<file path="config.mk">
export PLATFORM = sky130hd
export DESIGN_NAME = ps2_key_tracker
export DESIGN_NICKNAME = d
export VERILOG_FILES = /design/src/rtl/ps2_key_tracker.sv
export SDC_FILE = /design/constraint.sdc
export NUM_CORES = 1
export LEC_CHECK = 0
export ABC_AREA = 1
export ABC_CLOCK_PERIOD_IN_PS = 3760
export BUFFER_PORTS_ARGS = -buffer_cell sky130_fd_sc_hd__buf_2
export CORE_MARGIN = 10
export CORE_UTILIZATION = 63
export CTS_BUF_LIST = sky130_fd_sc_hd__clkbuf_2
export CTS_CLUSTER_DIAMETER = 40
export CTS_CLUSTER_SIZE = 16
export DETAILED_ROUTE_END_ITERATION = 6
export GPL_ROUTABILITY_DRIVEN = 0
export MAX_ROUTING_LAYER = met4
export PLACE_DENSITY = 0.82
export SYNTH_ARGS = -nofsm -noshare
export SYNTH_HDL_FRONTEND = slang
export SYNTH_SLANG_ARGS = --single-unit
</file>
<file path="constraint.sdc">
create_clock -name CLOCK_50 -period 3.76 [get_ports CLOCK_50]
set_clock_uncertainty 0.15 [all_clocks]
set_input_delay 0.376 -clock CLOCK_50 [delete_from_list [all_inputs] [get_ports CLOCK_50]]
set_output_delay 0.376 -clock CLOCK_50 [all_outputs]
set_load 0.01 [all_outputs]
</file>
<file path="src/rtl/ps2_key_tracker.sv">
// ps2_key_tracker: turns the PS/2 scan-code byte stream into clean make/break
// events and keeps a last-note-priority stack of held keys.
module ps2_key_tracker #(
    parameter int unsigned HOLD_DEPTH = 4,
    parameter int unsigned TIMEOUT    = 2500000
) (
    input  logic       CLOCK_50,
    input  logic       resetn,
    input  logic [7:0] ps2_key_data,
    input  logic       ps2_key_pressed,
    output logic [7:0] key_code,
    output logic       key_ext,
    output logic       make_pulse,
    output logic       break_pulse,
    output logic [7:0] note_key,
    output logic       note_ext,
    output logic       note_active,
    output logic [3:0] held_count,
    output logic       overflow
);

    localparam int unsigned TW = $clog2(TIMEOUT);

    typedef enum logic [2:0] {StIdle, StExt, StBrk, StExtBrk, StSkip} state_e;

    state_e        state_q;
    logic [TW-1:0] timer_q;
    logic [2:0]    skip_cnt_q;

    logic          is_e0, is_f0, is_e1, is_ignored;
    logic          ev_make, ev_break;
    logic [8:0]    ev_key;

    // Stack entries are {ext, code}; entry 0 is the oldest, unused entries stay zero.
    logic [8:0]    stack_q [HOLD_DEPTH];
    logic [8:0]    stack_d [HOLD_DEPTH];
    logic [3:0]    count_q, count_d;
    logic          hit, ovf_d, new_make;
    logic [3:0]    hit_idx;
    logic [8:0]    top_d;

    assign is_e0      = (ps2_key_data == 8'hE0);
    assign is_f0      = (ps2_key_data == 8'hF0);
    assign is_e1      = (ps2_key_data == 8'hE1);
    assign is_ignored = ps2_key_data inside {8'h00, 8'hAA, 8'hEE, 8'hFA, 8'hFC, 8'hFE};

    // Decode the incoming byte against the pending prefix into at most one event.
    always_comb begin
        ev_make  = 1'b0;
        ev_break = 1'b0;
        ev_key   = {1'b0, ps2_key_data};
        if (ps2_key_pressed) begin
            case (state_q)
                StIdle:   ev_make = !(is_e0 || is_f0 || is_e1 || is_ignored);
                StExt: begin
                    ev_make   = !(is_e0 || is_f0);
                    ev_key[8] = 1'b1;
                end
                StBrk:    ev_break = !(is_e0 || is_f0);
                StExtBrk: begin
                    ev_break  = !(is_e0 || is_f0);
                    ev_key[8] = 1'b1;
                end
                default:  ;
            endcase
        end
    end

    // Prefix FSM with inactivity timeout and pause-sequence skip counter.
    always_ff @(posedge CLOCK_50) begin
        if (!resetn) begin
            state_q    <= StIdle;
            timer_q    <= '0;
            skip_cnt_q <= '0;
        end else if (ps2_key_pressed) begin
            timer_q <= '0;
            case (state_q)
                StIdle: begin
                    if (is_e0) begin
                        state_q <= StExt;
                    end else if (is_f0) begin
                        state_q <= StBrk;
                    end else if (is_e1) begin
                        state_q    <= StSkip;
                        skip_cnt_q <= 3'd7;
                    end
                end
                StExt: begin
                    if (is_f0) begin
                        state_q <= StExtBrk;
                    end else if (!is_e0) begin
                        state_q <= StIdle;
                    end
                end
                StSkip: begin
                    skip_cnt_q <= skip_cnt_q - 3'd1;
                    if (skip_cnt_q == 3'd1) begin
                        state_q <= StIdle;
                    end
                end
                default: state_q <= StIdle;
            endcase
        end else if (state_q != StIdle) begin
            if (timer_q == TW'(TIMEOUT - 1)) begin
                state_q    <= StIdle;
                timer_q    <= '0;
                skip_cnt_q <= '0;
            end else begin
                timer_q <= timer_q + 1'b1;
            end
        end
    end

    // Next stack contents: filter repeats, push with eviction, remove with compaction.
    always_comb begin
        stack_d = stack_q;
        count_d = count_q;
        ovf_d   = 1'b0;
        hit     = 1'b0;
        hit_idx = '0;
        top_d   = '0;
        for (int i = 0; i < int'(HOLD_DEPTH); i++) begin
            if (i < int'(count_q) && stack_q[i] == ev_key) begin
                hit     = 1'b1;
                hit_idx = 4'(i);
            end
        end
        if (ev_make && !hit) begin
            if (count_q == 4'(HOLD_DEPTH)) begin
                for (int i = 0; i < int'(HOLD_DEPTH) - 1; i++) begin
                    stack_d[i] = stack_q[i+1];
                end
                stack_d[HOLD_DEPTH-1] = ev_key;
                ovf_d                 = 1'b1;
            end else begin
                for (int i = 0; i < int'(HOLD_DEPTH); i++) begin
                    if (i == int'(count_q)) begin
                        stack_d[i] = ev_key;
                    end
                end
                count_d = count_q + 4'd1;
            end
        end else if (ev_break && hit) begin
            for (int i = 0; i < int'(HOLD_DEPTH) - 1; i++) begin
                if (i >= int'(hit_idx)) begin
                    stack_d[i] = stack_q[i+1];
                end
            end
            stack_d[HOLD_DEPTH-1] = '0;
            count_d               = count_q - 4'd1;
        end
        for (int i = 0; i < int'(HOLD_DEPTH); i++) begin
            if (i == int'(count_d) - 1) begin
                top_d = stack_d[i];
            end
        end
    end

    assign new_make = ev_make && !hit;

    // Register the stack and every output so events appear one cycle after the strobe.
    always_ff @(posedge CLOCK_50) begin
        if (!resetn) begin
            stack_q     <= '{default: '0};
            count_q     <= '0;
            key_code    <= '0;
            key_ext     <= 1'b0;
            make_pulse  <= 1'b0;
            break_pulse <= 1'b0;
            note_key    <= '0;
            note_ext    <= 1'b0;
            note_active <= 1'b0;
            held_count  <= '0;
            overflow    <= 1'b0;
        end else begin
            stack_q     <= stack_d;
            count_q     <= count_d;
            make_pulse  <= new_make;
            break_pulse <= ev_break;
            overflow    <= ovf_d;
            if (new_make || ev_break) begin
                key_code <= ev_key[7:0];
                key_ext  <= ev_key[8];
            end
            note_key    <= top_d[7:0];
            note_ext    <= top_d[8];
            note_active <= (count_d != 4'd0);
            held_count  <= count_d;
        end
    end

endmodule
</file>
# ---- Word level (Yosys, flattened, before mapping)
# Cells that the tools add are included.
dict set report totals {
  reg_bits 90
  elab_cells 136
  inputBits 11
}
dict set report op_classes {
  mux 47
  bitwise_logic 1
  order_cmp 7
  addsub 5
  reduce_logical 28
  n_eq_ne 32
}
# op n
set op_table {}
lappend op_table {{two-way mux 36 bit} 3}
lappend op_table {{two-way mux 9 bit} 11}
lappend op_table {{equality test 8 bit, second input constant} 8}
lappend op_table {{two-way mux 3 bit} 13}
lappend op_table {{equality test 9 bit} 4}
lappend op_table {{logical NOT 32 bit} 1}
lappend op_table {{adder 22 x 1 -> 22 bit, second input constant} 1}
lappend op_table {{equality test 22 bit, second input constant} 1}
lappend op_table {{two-way mux 22 bit} 1}
lappend op_table {{two-way mux 4 bit} 5}
lappend op_table {{!= test 3 bit, second input constant} 4}
lappend op_table {{two-way mux 1 bit} 11}
lappend op_table {{equality test 3 x 5 -> 1 bit, first input constant} 2}
lappend op_table {{case mux 3 bit (3 select lines)} 1}
lappend op_table {{equality test 3 x 4 -> 1 bit, first input constant} 2}
lappend op_table {{>= comparator 1 x 4 -> 1 bit, first input constant} 2}
lappend op_table {{logical NOT 8 bit} 1}
lappend op_table {{< comparator 1 x 4 -> 1 bit, first input constant} 2}
lappend op_table {{< comparator 2 x 4 -> 1 bit, first input constant} 2}
lappend op_table {{equality test 3 x 1 -> 1 bit, second input constant} 2}
lappend op_table {{equality test 3 x 2 -> 1 bit, second input constant} 2}
lappend op_table {{logical AND 1 bit} 6}
lappend op_table {{case mux 3 bit (2 select lines)} 1}
lappend op_table {{AND reduction 6 bit} 1}
lappend op_table {{other kinds (25)} 33}

# ---- Longest topological paths before layout
dict set report depth {
  ltp_word 19
  ltp_mapped 22
}

# ---- Worst setup path before layout
# Ideal clock, no wire load.
dict set report synth_timing {
  path_type {register -> register}
  startpoint {register count_q[0]}
  endpoint {register note_key[4]}
  required_ns 3.497
  t_arrival_ns 2.265
  n_path_buf 1
  path_stages_with_launch 20
  slack_ns 1.232
  cell_sequence {dfxtp_1 > inv_1 > ha_1 > o21ai_0 > nand2_1 > nor2_2 > nand2_2 > nand2_4 > inv_2 > nand2_4 > nand2_4 > nand2_1 > nand2_2 > nand2_4 > nand2_4 > nor2_8 > buf_6 > nand4_1 > nand3_1 > nand2_1}
}
dict set report synth_via {
  elab_chain_cells 15
  word_cells_on_any_way 50
  classes_between {add/sub: 3; order compare: 7; eq/ne: 7; mux: 24; reduce/logical: 9}
}
# element line
set synth_rtl {}
lappend synth_rtl {{start: declaration} 37} ;# logic [3:0] count_q, count_d;
lappend synth_rtl {{start signal: assignment} 177} ;# count_q <= count_d;
lappend synth_rtl {{< comparator 1 x 4 -> 1 bit} 123} ;# if (i < int'(count_q) && stack_q[i] == ev_key) begin
lappend synth_rtl {{logical AND 1 bit} 123}
lappend synth_rtl {{two-way mux 1 bit (4 in series)} 123}
lappend synth_rtl {{logical AND 1 bit or logical NOT 1 bit (tied branches)} {143, 128}}
lappend synth_rtl {{two-way mux 4 bit or logical AND 1 bit (tied branches)} {143, 128}}
lappend synth_rtl {{two-way mux 4 bit} 128} ;# if (ev_make && !hit) begin
lappend synth_rtl {{subtractor 4 x 1 -> 5 bit} 153} ;# if (i == int'(count_d) - 1) begin
lappend synth_rtl {{logical NOT 32 bit} 153}
lappend synth_rtl {{two-way mux 9 bit (3 in series)} 153}
lappend synth_rtl {{two-way mux 9 bit *} 153}
lappend synth_rtl {{end signal: assignment} 185} ;# note_key <= top_d[7:0];
lappend synth_rtl {{end: declaration} 15} ;# output logic [7:0] note_key,
# Every way passes the cells marked *; elsewhere a longest branch is shown, timed or not.
# A chain may end at the register's enable or synchronous reset.

# ---- Final worst setup path
dict set report layout_timing {
  startpoint {register count_q[1]}
  endpoint {register note_key[4]}
}
# Same word-level chain as after synthesis.

==> results.cfg <==
[cells_and_area]
n_fill_cell = 929
layout.cells.non_filler = 1211
nets = 1093
syn_to_final_growth_pct = 5.57
postLayoutCellArea_um2 = 6780
diodes = 0
drive_gt1_share_pct = 11.9
post-route-util_pct = 68.7

[worst_setup_path]
r2r-start = count_q[1]$_SDFF_PN0_
worstPathCellList = inv_1, ha_1, o21ai_0, nand2_1, nor2_2, nand2_2, nand2_4, inv_2, nand2_4, nand2_4, inv_1, buf_4, nand2_1, nand2_1, nand2_1, nand2_1, nand3_1, nand2_1, nand3_1, nand2_1
cp_data_arrival_time_ns = 3.76
crit_start = count_q[1]$_SDFF_PN0_
critPathSlowestCell = dfxtp_1
worst_ep_required_time_ns = 4.17
cp_common_cell = nand2_1
critPathMaxFanout = 19
worstSetupStartpointType = flop
cp-end-kind = flop
crit_path_max_incr_delay_ns = 0.54
crit_type = flop to flop

[logic_synthesis]
yosys-top-cells-area = dfxtp_1 28%, nand2_1 21%, nor2_1 5.7%, a21oi_1 5.4%, o21ai_0 5.0%
synthCells = 1048
synth_top_area_share_pct = 28.1
synth_area_um2 = 6420
syn_nets = 1068
yosysTopAreaCell = dfxtp_1
synth-seq-cells = 90
synth_seq_area_share_pct = 28.1
avgSynthCellArea_um2 = 6.13
yosysWarnings = 0
synth.distinct_cells = 49

[place]
place_inst = 1188
io_buffers = 36
hpwl_um = 14300
place_area_um2 = 6620

[timing]
slew_viol_final = 0
slew_headroom_pct = 49.2
finalCritPeriodShare_pct = 89.0
hold_violations = 0
worstMarginPinSlew_ns = 0.760
fin_setup_tns_ns = 0
fin_crit_ns = 3.35
rsz0062_at_grt = false
worst_hold_slack_ns = 0.0700
setup_viol = 0
max_freq_mhz = 299

[pwr]
leakage_nw = 3.06
peakVddDrop_v = 0.000237
power-per-cell-area_nw_per_um2 = 306

[die]
start_util_pct = 65.1
die_x_um = 121
die_h_um = 121
core_area_um2 = 9860
pin_count = 37
fp-row-count = 36
die_area_um2 = 14600

[drt]
wl_per_cell_um = 16.6
postRouteAntennaNets = 0
drc = 8
vias = 7060
drt_wl_total_um = 20100
drt_first_pass_iters = 7
first_iter_violations = 1251
viasPerCell = 5.83

[clock_network]
cts_max_path_buffers = 2
cts_tree = done
clk-insertion-delay-late_ns = 0.65
cts_root_buf = clkbuf_2
clock_sinks = 90
cts_htree_levels = 3
post-cts-setup-buffers = 0
clk_pin_slew_ns = 0.28
cts_buffers = 9

[global_route]
grt_start_max_net_pins = 52
grt.overflow.total = 0
grt_pass1_wl_um = 31700
grt_pass1_vias = 6168
antenna_found_initial = 0
grt.total_usage_pct = 27.6

[run_status]
failed_checks = DRC
status = finished with violations

[run]
cap_violations = 0

[hold_path]
hold_path.class = input port to flop
hp-start = ps2_key_data[4]
==> final timing paths <==
| kind | end | depth (start not counted) | slack (ns) |
|---|---|---|---|
| min | stack_q[31]$_SDFF_PN0_ | 5 | 0.07 |
| max reg2reg | note_key[4]$_SDFF_PN0_ | 20 | 0.41 |
| min reg2reg | skip_cnt_q[1]$_SDFFE_PN0P_ | 2 | 0.33 |
| max | note_key[4]$_SDFF_PN0_ | 20 | 0.41 |
==> sequential cells by signal, summed over array words and instances, names as in the netlist, 3 cells and up <==
name / cells
stack_q: 36
state_q: 3
key_code: 8
count_q: 4
note_key: 8
timer_q: 22
skip_cnt_q: 3
==> through the flow <==
stage,total power [mW],setup WS [ns]
5_1_grt,2.18,0.161
6_report,2.08,0.413
2_1_floorplan,1.46,1.23
3_5_place_dp,1.62,0.427
3_3_place_gp,1.61,0.443
4_1_cts,2.05,0.238
==> synth_stat cells, drive strengths merged <==
library cell,instances
nand3b,3
nand3,63
nand2,384
o31ai,8
dfxtp,90
a211oi,8
nor3,19
xnor2,7
xor2,9
o211ai,16
o21ai,64
nor4,7
a22oi,1
a21oi,71
clkbuf,14
or2,2
nor2,111
clkinv,2
o211a,1
nor3b,2
o22ai,6
buf,26
inv,97
a311oi,1
ha,9
mux2i,1
nand4,24
and2,1
o2111ai,1
==> layer usage <==
metal	up-vias	track usage (%)	part of all wire, %	routed length (µm)
met5	-	-	0	0
met4	0	10.2	4.0	809
met3	78	7.91	12	2450
met2	435	40.1	42	8380
met1	3079	35.6	42	8480
li1	3468	-	-	-
==> cell type report <==
| type | instances | area (µm²) | area share [%] |
|---|---|---|---|
| Multi-Input combinational cell | 819 | 4010 | 59.2 |
| Sequential cell | 90 | 1800 | 26.6 |
| Inverter | 99 | 377 | 5.56 |
| Timing Repair Buffer | 54 | 333 | 4.91 |
| Tap cell | 133 | 166 | 2.46 |
| Clock buffer | 9 | 45.0 | 0.665 |
| Clock inverter | 7 | 43.8 | 0.646 |
==> report_power, final <==
part	internal [mW]	switching [mW]	total [mW]	leakage (nW)
sequential	1.01	0.0468	1.05	0.732
combinational	0.181	0.398	0.579	2.28
clock	0.0828	0.362	0.445	0.0494
total	1.27	0.806	2.08	3.06
==> worst max-delay path, delay by kind of cell (launching register included) <==
kind                     cells  cell delay [ns]
AND/OR/NAND/NOR             14             1.20
buffers and inverters        4             0.98
flip-flops                   1             0.54
adder cells (fa/ha/maj)      1             0.23
AO/OA/AOI/OAI                1             0.19
==> kinds of logic (layout without fill, tap and decap cells) <==
logic type | count (synthesis) | in the layout | synth area share, %
multiplexers | 1 | 1 | 0.156
adder cells (fa/ha/maj) | 9 | 9 | 1.75
AND/OR/NAND/NOR | 616 | 616 | 42.7
buffers and inverters | 139 | 169 | 9.47
flip-flops | 90 | 90 | 28.1
AO/OA/AOI/OAI | 177 | 177 | 15.6
XOR/XNOR | 16 | 16 | 2.18
==> timing repair <==
| item | 4_1_cts | 5_1_grt |
|---|---|---|
| hold buffers | 5 | 2 |
| gates resized for setup | 0 | 2 |
| endpoints found under the setup margin | 0 | 1 |
| hold endpoints to repair | 12 | 2 |
==> cells in the final DEF (no fill, tap or decap), types with 9 or more instances in the layout <==
cell      count
ha_1          9
inv_1        73
o211ai_1     16
clkbuf_2      9
a21oi_1      69
nand3_1      60
xor2_1        9
inv_2        21
nor3_1       17
nor2_1       98
o21ai_0      64
dfxtp_1      89
nand2_1     365
buf_2        36
buf_4        11
nand4_1      23
nand2_2       9
nand2_4      10
Power figures use the tool's default switching activity.
